==> config.mk <==
export PLATFORM = sky130hd
export DESIGN_NAME = input_conditioner
export DESIGN_NICKNAME = d
export VERILOG_FILES = /design/src/rtl/io_cond_pkg.sv /design/src/rtl/input_conditioner_ch.sv /design/src/rtl/input_conditioner.sv
export SDC_FILE = /design/constraint.sdc
export NUM_CORES = 1
export LEC_CHECK = 0
export CORE_ASPECT_RATIO = 0.5
export CORE_MARGIN = 5
export CORE_UTILIZATION = 45
export DETAILED_ROUTE_END_ITERATION = 12
export PLACE_DENSITY = 0.66
export REMOVE_ABC_BUFFERS = 1
export SETUP_SLACK_MARGIN = 0.3
export SYNTH_ARGS = -nofsm -noshare
export SYNTH_HDL_FRONTEND = slang
export SYNTH_SLANG_ARGS = --single-unit
==> constraint.sdc <==
create_clock -name clk -period 2.3 [get_ports clk]
set_input_delay 0.46 -clock clk [delete_from_list [all_inputs] [get_ports clk]]
set_output_delay 0.46 -clock clk [all_outputs]
set_load 0.02 [all_outputs]
==> src/rtl/io_cond_pkg.sv <==
// Shared constants and helpers for the input conditioner.
// Defaults are sized for a 25.175 MHz clock with a 60 Hz debounce tick.
package io_cond_pkg;

   // Four 60 Hz ticks is roughly 67 ms, enough to cover typical key bounce.
   localparam int unsigned IO_COND_DEBOUNCE_CYCLES = 4;

   function automatic int unsigned io_cond_cnt_width(input int unsigned debounce_cycles);
      return $clog2(debounce_cycles + 1);
   endfunction

endpackage

==> src/rtl/input_conditioner_ch.sv <==
// Single input channel: inversion, N-stage synchroniser, tick-gated debouncer
// and registered one-cycle rise/fall strobes aligned with the new level.
module input_conditioner_ch
   import io_cond_pkg::*;
#(
   parameter int unsigned SYNC_STAGES     = 2,
   parameter int unsigned DEBOUNCE_CYCLES = IO_COND_DEBOUNCE_CYCLES,
   parameter logic        INVERT          = 1'b1
) (
   input  logic clk,
   input  logic reset,
   input  logic debounce_en,
   input  logic tick,
   input  logic raw_in,
   output logic level_out,
   output logic rise_out,
   output logic fall_out
);

   localparam int unsigned         CW       = io_cond_cnt_width(DEBOUNCE_CYCLES);
   localparam logic [CW-1:0]       CNT_LAST = CW'(DEBOUNCE_CYCLES - 1);

   logic [SYNC_STAGES-1:0] sync_q;
   logic                   synced;
   logic [CW-1:0]          cnt_q;
   logic [CW-1:0]          cnt_d;
   logic                   level_q;
   logic                   level_d;

   assign synced = sync_q[SYNC_STAGES-1];

   always_comb begin
      level_d = level_q;
      cnt_d   = cnt_q;
      if (!debounce_en) begin
         level_d = synced;
         cnt_d   = '0;
      end else if (synced == level_q) begin
         cnt_d = '0;
      end else if (tick) begin
         if (cnt_q == CNT_LAST) begin
            level_d = synced;
            cnt_d   = '0;
         end else begin
            cnt_d = cnt_q + 1'b1;
         end
      end
   end

   // Reset loads the conditioned value of an idle pin so release causes no edge.
   always_ff @(posedge clk) begin
      if (reset) begin
         sync_q   <= {SYNC_STAGES{INVERT}};
         cnt_q    <= '0;
         level_q  <= INVERT;
         rise_out <= 1'b0;
         fall_out <= 1'b0;
      end else begin
         sync_q   <= {sync_q[SYNC_STAGES-2:0], raw_in ^ INVERT};
         cnt_q    <= cnt_d;
         level_q  <= level_d;
         rise_out <= ~level_q & level_d;
         fall_out <= level_q & ~level_d;
      end
   end

   assign level_out = level_q;

endmodule

==> src/rtl/input_conditioner.sv <==
// Multi-channel input conditioner: one independent conditioning channel per pin,
// each with its own inversion setting taken from INVERT_MASK.
module input_conditioner
   import io_cond_pkg::*;
#(
   parameter int unsigned           CHANNELS        = 4,
   parameter int unsigned           SYNC_STAGES     = 2,
   parameter int unsigned           DEBOUNCE_CYCLES = IO_COND_DEBOUNCE_CYCLES,
   parameter logic [CHANNELS-1:0]   INVERT_MASK     = '1
) (
   input  logic                clk,
   input  logic                reset,
   input  logic                debounce_en,
   input  logic                tick,
   input  logic [CHANNELS-1:0] raw_in,
   output logic [CHANNELS-1:0] level_out,
   output logic [CHANNELS-1:0] rise_out,
   output logic [CHANNELS-1:0] fall_out
);

   for (genvar i = 0; i < CHANNELS; i++) begin : g_ch
      input_conditioner_ch #(
         .SYNC_STAGES    (SYNC_STAGES),
         .DEBOUNCE_CYCLES(DEBOUNCE_CYCLES),
         .INVERT         (INVERT_MASK[i])
      ) u_ch (
         .clk        (clk),
         .reset      (reset),
         .debounce_en(debounce_en),
         .tick       (tick),
         .raw_in     (raw_in[i]),
         .level_out  (level_out[i]),
         .rise_out   (rise_out[i]),
         .fall_out   (fall_out[i])
      );
   end

endmodule

==> impl_metrics.tcl, run 1 <==
set metrics [dict create \
    placed_cell_area_sq_um 1436 \
    cts_resized 0 \
    clock-root-buffer "clkbuf_8" \
    clkPwrFrac_pct 44.3 \
    stdcell_area_sq_um 1544 \
    gp_congestion 0.7306 \
    crit_type "reg -> out" \
    ys_top_cells_by_area "dfxtp_1, buf_4, nor4b_1" \
    path_buf_inv 1 \
    critical_path.cell_chain "clkdlybuf4s50_1" \
    leakage_nw 0.5889 \
    ff2ff_setup_slack_ns 1.07 \
    antenna_found_initial 0 \
    p_seq_share_pct 49.6 \
    synth_cell_type_count 26 \
    drt-initial-drc-count 34 \
    tritoncts.num_buffers 5 \
    die_w_um 85.72 \
    diodes 0 \
    clk-insertion-delay-late_ns 0.28 \
    cts_buffer_depth 2 \
    initial_core_util_pct 48.36 \
    worstPathMaxFanout 5 \
    syn_to_final_growth_pct 19.69 \
    post-cts-setup-buffers 0 \
    yosysMostFrequentCell "dfxtp_1" \
    fin_ws_ns 0.5014 \
    critPathLaunchType "flip-flop" \
    ys_seq_area_share_pct 49.66 \
    place_hpwl_um 1557 \
    use_met2_pct 17.90 \
    rsz0062_at_grt "false" \
    setup_viol 0 \
    dp_slack_ns 0.5352 \
    synth_common_cells "dfxtp_1, buf_4, nand2_1" \
    outcome "finished clean" \
    gr-total-overflow 0 \
    fin_crit_ns 1.799 \
    clock_skew_ns 0.004842 \
    cp_top_family "buffers and inverters" \
    rr_endpoint "g_ch[0].u_ch.rise_out" \
    ys.flop_type "dfxtp_1" \
    whs_endpoint "g_ch[3].u_ch.sync_q[1]" \
    top_usage_layer "met2" \
    wl_per_cell_um 11.64 \
    reg2reg_depth 4 \
    avgSynthCellArea_sq_um 10.00 \
    critPathArrivalTime_ns 1.34 \
    cts_hold_buf 0 \
    slowest_stage "clkdlybuf4s50_1" \
    syn-cell-area_sq_um 1290 \
    critPathMaxStageDelay_ns 0.64 \
    max_clock_freq_ghz 0.5560 \
    yosysTopAreaCellShare_pct 49.66 \
    critical_path_required_ns 1.84 \
    combPwrFrac_pct 6.2 \
    coreArea_sq_um 2668 \
    finalHoldViolCount 0 \
    synth-seq-cells 32 \
    synth_async_sr_flop_share_pct 0 \
    num-nets-final 154 \
    powerDensity_nw_per_um2 751.1 \
    worstMarginPinSlew_ns 0.2761 \
    layout-drive-gt1-share_pct 11.89 \
    cts_num_sinks 32 \
    grt_pass1_wl_um 3394 \
    holdCritPathClass "reg -> reg" \
    grt_pass1_vias 777 \
    yosysTopAreaCell "dfxtp_1" \
    p_int_uw 924.8 \
    nFillCells 253 \
    use_met3_pct 4.639 \
    holdPathStages 1 \
    dieHeight_um 47.86 \
    first_pass_iters 4 \
    fp-row-count 13 \
    grtUsageTotal_pct 11.36 \
    portBuffers 19 \
    setup-tns-final_ns 0 \
    ir_worst_vdd_uv 382.8 \
    tritoncts "yes" \
    grt_util_met1_pct 13.57 \
    cap_violations 0 \
    cp-end-kind "output pin" \
    power.switching_uw 234.9 \
    synth-edff-count 0 \
    switching_share_pct 20.26 \
    worstSetupStartpoint "g_ch[3].u_ch.level_out" \
    avgViaCountPerCell 4.739 \
    ant_nets 0 \
    dieArea_sq_um 4103 \
    pin_count 20 \
    drc 0 \
    period_share_pct 78.20 \
    vias 853 \
    syn-instance-count 129 \
    slew_violations 0 \
    slew_headroom_pct 81.34 \
    grt_max_degree 19 \
    wl_um 2095 \
    synth_warnings 0 \
    htree_num_levels 2 \
    clkTransAtPathRegs_ns 0.06 \
    r2r-start "g_ch[0].u_ch.cnt_q[0]" \
    worstHoldStart "g_ch[3].u_ch.sync_q[0]" \
]
-- through the flow --
step	total power [mW]	instances	utilization, %	hold WS, ns
global placement	0.6581	172	53.85	0.3907
finish	1.160	180	57.88	0.4086
global route	1.210	180	57.88	0.4248
detailed placement	0.6595	172	53.85	0.3977
CTS	1.177	180	57.88	0.4130
floorplan	0.6197	114	-	0.3895
-- power groups by stage --
stage | clock network [mW] | logic (mW) | registers [mW]
after global routing | 0.557 | 0.0778 | 0.576
after floorplan | 0 | 0.0288 | 0.591
final | 0.513 | 0.0713 | 0.575
after detailed placement | 0 | 0.0723 | 0.587
after CTS | 0.530 | 0.0724 | 0.575
after global placement | 0 | 0.0712 | 0.587
-- state kept, by name, summed over array words and instances, names as in the netlist --
register / cells
g_ch.u_ch.cnt_q: 12
g_ch.u_ch.sync_q: 8
g_ch.u_ch.fall_out: 4
g_ch.u_ch.level_out: 4
g_ch.u_ch.rise_out: 4
-- cells by family (layout without fill, tap and decap cells) --
| kind of cell | Yosys count | after routing | synth area share (%) |
|---|---|---|---|
| AO/OA/AOI/OAI | 15 | 15 | 7.662 |
| multiplexers | 5 | 5 | 3.880 |
| AND/OR/NAND/NOR | 49 | 49 | 22.60 |
| adder cells (fa/ha/maj) | 4 | 4 | 3.880 |
| buffers and inverters | 20 | 34 | 9.602 |
| XOR/XNOR | 4 | 4 | 2.716 |
| flip-flops | 32 | 32 | 49.66 |
-- how the worst max path moves through the flow --
stage / endpoint / slack [ns] / cells past startpoint
after global placement: g_ch[1].u_ch.cnt_q[2] / 0.57 / 4
after CTS: level_out[2] / 0.49 / 1
final: level_out[3] / 0.50 / 1
after global routing: level_out[3] / 0.43 / 1
after detailed placement: g_ch[1].u_ch.cnt_q[2] / 0.54 / 4
after floorplan: g_ch[0].u_ch.rise_out / 1.24 / 4
-- routing by layer --
metal | share of wire, % | up-vias
li1 | - | 448
met1 | 49 | 385
met2 | 45 | 17
met3 | 5.2 | 3
met4 | 0.81 | 0
met5 | 0 | -
-- layout by cell type, fill, tap and decap left out --
master,n
a211o_1,1
a211oi_1,3
a21boi_2,1
a21oi_1,5
a31oi_1,1
and2_1,1
and2b_1,1
buf_4,2
bufinv_16,1
clkbuf_1,1
clkbuf_8,5
clkdlybuf4s50_1,19
clkinv_2,1
dfxtp_1,32
ha_1,4
inv_1,4
inv_2,1
mux2i_1,5
nand2_1,11
nand2b_1,8
nand3_1,2
nand3b_1,3
nor2_1,9
nor2b_1,2
nor4b_1,6
nor4b_2,2
o21a_1,2
o21ai_0,2
or2_2,4
xor2_1,4
-- layout make-up --
cell class | instances | area [sq um] | share of cell area, %
Tap cell | 37 | 46.29 | 2.998
Clock inverter | 2 | 35.03 | 2.269
Clock buffer | 6 | 72.57 | 4.700
Multi-Input combinational cell | 77 | 525.5 | 34.04
Sequential cell | 32 | 640.6 | 41.49
Inverter | 5 | 18.77 | 1.216
Timing Repair Buffer | 21 | 205.2 | 13.29
No activity file was read; power rests on OpenSTA's default activity.
==> run 2, diff against run 1 <==
==> constraint.sdc (replaced) <==
create_clock -name clk -period 1.86 [get_ports clk]
set_input_delay 0.372 -clock clk [delete_from_list [all_inputs] [get_ports clk]]
set_output_delay 0.372 -clock clk [all_outputs]
set_load 0.02 [all_outputs]
==> run 2 against run 1 <==
  * Cell count increased by 0.56%
  * Global-route usage increased by 0.21 points
  * Register-to-register slack worse by 0.42 ns
  * Largest cell class unchanged
  * Worst hold slack gained 0.0021 ns
  * Critical endpoint unchanged
  * Setup slack got worse by 0.062 ns
  * Critical path depth unchanged
  * Via count grew 3.8%
  * Routed wire length grew 0.29%
  * Sequential share of layout area rose by 0.51 points
==> impl_metrics.tcl, run 2 (synthesized netlist as in run 1, its figures left out) <==
set metrics [dict create \
    worstPathMaxFanout 5 \
    setup_viol 0 \
    cap_violations 0 \
    reg2reg_depth 4 \
    rsz0062_at_grt "false" \
    setup-tns-final_ns 0 \
    grt_max_degree 19 \
    ir_worst_vdd_uv 427.7 \
    grt_pass1_wl_um 3249 \
    critPathArrivalTime_ns 1.05 \
    fp-row-count 13 \
    wl_um 2101 \
    powerDensity_nw_per_um2 877.1 \
    tritoncts "yes" \
    final_cell_mix "dfxtp_1, nand2_1, dlygate4sd2_1" \
    holdPathStages 1 \
    ant_nets 0 \
    regArea_sq_um 640.6 \
    wl_per_cell_um 11.61 \
    drc 0 \
    rr_endpoint "g_ch[0].u_ch.rise_out" \
    gp_congestion 0.6667 \
    critPathMaxStageDelay_ns 0.41 \
    worstHoldStart "g_ch[0].u_ch.sync_q[0]" \
    diodes 0 \
    fin_crit_ns 1.420 \
    portBuffers 19 \
    slew_headroom_pct 83.49 \
    grt_pass1_vias 711 \
    largest_reg_flops 12 \
    clk-insertion-delay-late_ns 0.28 \
    ff2ff_setup_slack_ns 0.65 \
    slew_violations 0 \
    finalHoldViolCount 0 \
    vias 885 \
    period_share_pct 76.35 \
    worstMarginPinSlew_ns 0.2441 \
    syn_to_final_growth_pct 18.23 \
    final_cell_count_no_fill 181 \
    post-cts-setup-buffers 0 \
    clkTransAtPathRegs_ns 0.06 \
    cts_num_sinks 32 \
    dp.cells 173 \
    path_buf_inv 1 \
    top_register "g_ch.u_ch.cnt_q" \
    cts_resized 11 \
    cts_hold_buf 0 \
    coreArea_sq_um 2668 \
    num-nets-final 155 \
    dp_slack_ns 0.1997 \
    layout-drive-gt1-share_pct 13.19 \
    cp_top_family "flip-flops" \
    layout_commonest_cell "dfxtp_1" \
    initial_core_util_pct 48.36 \
    critical_path_required_ns 1.49 \
    met2_length_um 883 \
    first_pass_iters 4 \
    avgViaCountPerCell 4.890 \
    die_w_um 85.72 \
    critPathLaunchType "flip-flop" \
    drt-initial-drc-count 29 \
    wl_met3_um 118 \
    holdCritPathClass "reg -> reg" \
    clock_skew_ns 0.003926 \
    gr-total-overflow 0 \
    nFillCells 243 \
    outcome "finished clean" \
    multi_input_area_sq_um 525.5 \
    critical_path.cell_chain "dlygate4sd2_1" \
    dieHeight_um 47.86 \
    max_clock_freq_ghz 0.7041 \
    slowest_stage "dfxtp_1" \
    clock-root-buffer "clkbuf_8" \
    cts_buffer_depth 2 \
    fin_ws_ns 0.4398 \
    whs_endpoint "g_ch[0].u_ch.sync_q[1]" \
    top_layer_used "met4" \
    dieArea_sq_um 4103 \
    pin_count 20 \
    wl_met1_um 1033 \
    grtUsageTotal_pct 11.57 \
    leakage_nw 0.6344 \
    cp-end-kind "output pin" \
    htree_num_levels 2 \
    place_hpwl_um 1530 \
    antenna_found_initial 0 \
    r2r-start "g_ch[0].u_ch.cnt_q[0]" \
    crit_type "reg -> out" \
    tritoncts.num_buffers 5 \
    largest_registers "g_ch.u_ch.cnt_q: 12 flops, g_ch.u_ch.sync_q: 8 flops" \
]
-- run 2: through the flow --
step | total power, mW | hold slack [ns] | util [%] | instance area [sq um]
after floorplan | 0.7663 | 0.3895 | - | 1185
after global placement | 0.8162 | 0.3912 | 54.13 | 1444
after detailed placement | 0.8170 | 0.3982 | 54.13 | 1444
after CTS | 1.361 | 0.4131 | 57.08 | 1523
after global routing | 1.407 | 0.4283 | 57.18 | 1525
final | 1.338 | 0.4107 | 57.18 | 1525
-- run 2: worst max path at each step --
stage | cells after the start | startpoint | endpoint | slack [ns]
after CTS | 1 | g_ch[1].u_ch.rise_out | rise_out[1] | 0.30
after detailed placement | 4 | tick | g_ch[0].u_ch.fall_out | 0.20
final | 1 | g_ch[3].u_ch.level_out | level_out[3] | 0.44
after global routing | 1 | g_ch[3].u_ch.level_out | level_out[3] | 0.37
after global placement | 4 | tick | g_ch[0].u_ch.rise_out | 0.21
after floorplan | 4 | g_ch[0].u_ch.cnt_q[0] | g_ch[0].u_ch.rise_out | 0.80
-- run 2: final cells by class --
class,count,area share (%)
clock buffer,6,5.414
tap,37,3.035
timing repair buffer,22,13.21
clock inverter,2,0.6563
inverter,5,1.231
multi-input combinational,77,34.45
sequential,32,42.00
-- run 2: report_power, final --
| group | internal, mW | switching (mW) | total, mW |
|---|---|---|---|
| sequential | 0.700 | 0.00985 | 0.710 |
| clock | 0.295 | 0.246 | 0.540 |
| combinational | 0.0440 | 0.0432 | 0.0872 |
| total | 1.04 | 0.299 | 1.34 |
-- run 2: metal layers --
layer / track usage, % / vias to the layer above
li1: - / 449
met1: 13.44 / 409
met2: 15.74 / 23
met3: 6.701 / 4
met4: 9.464 / 0
met5: 0 / -
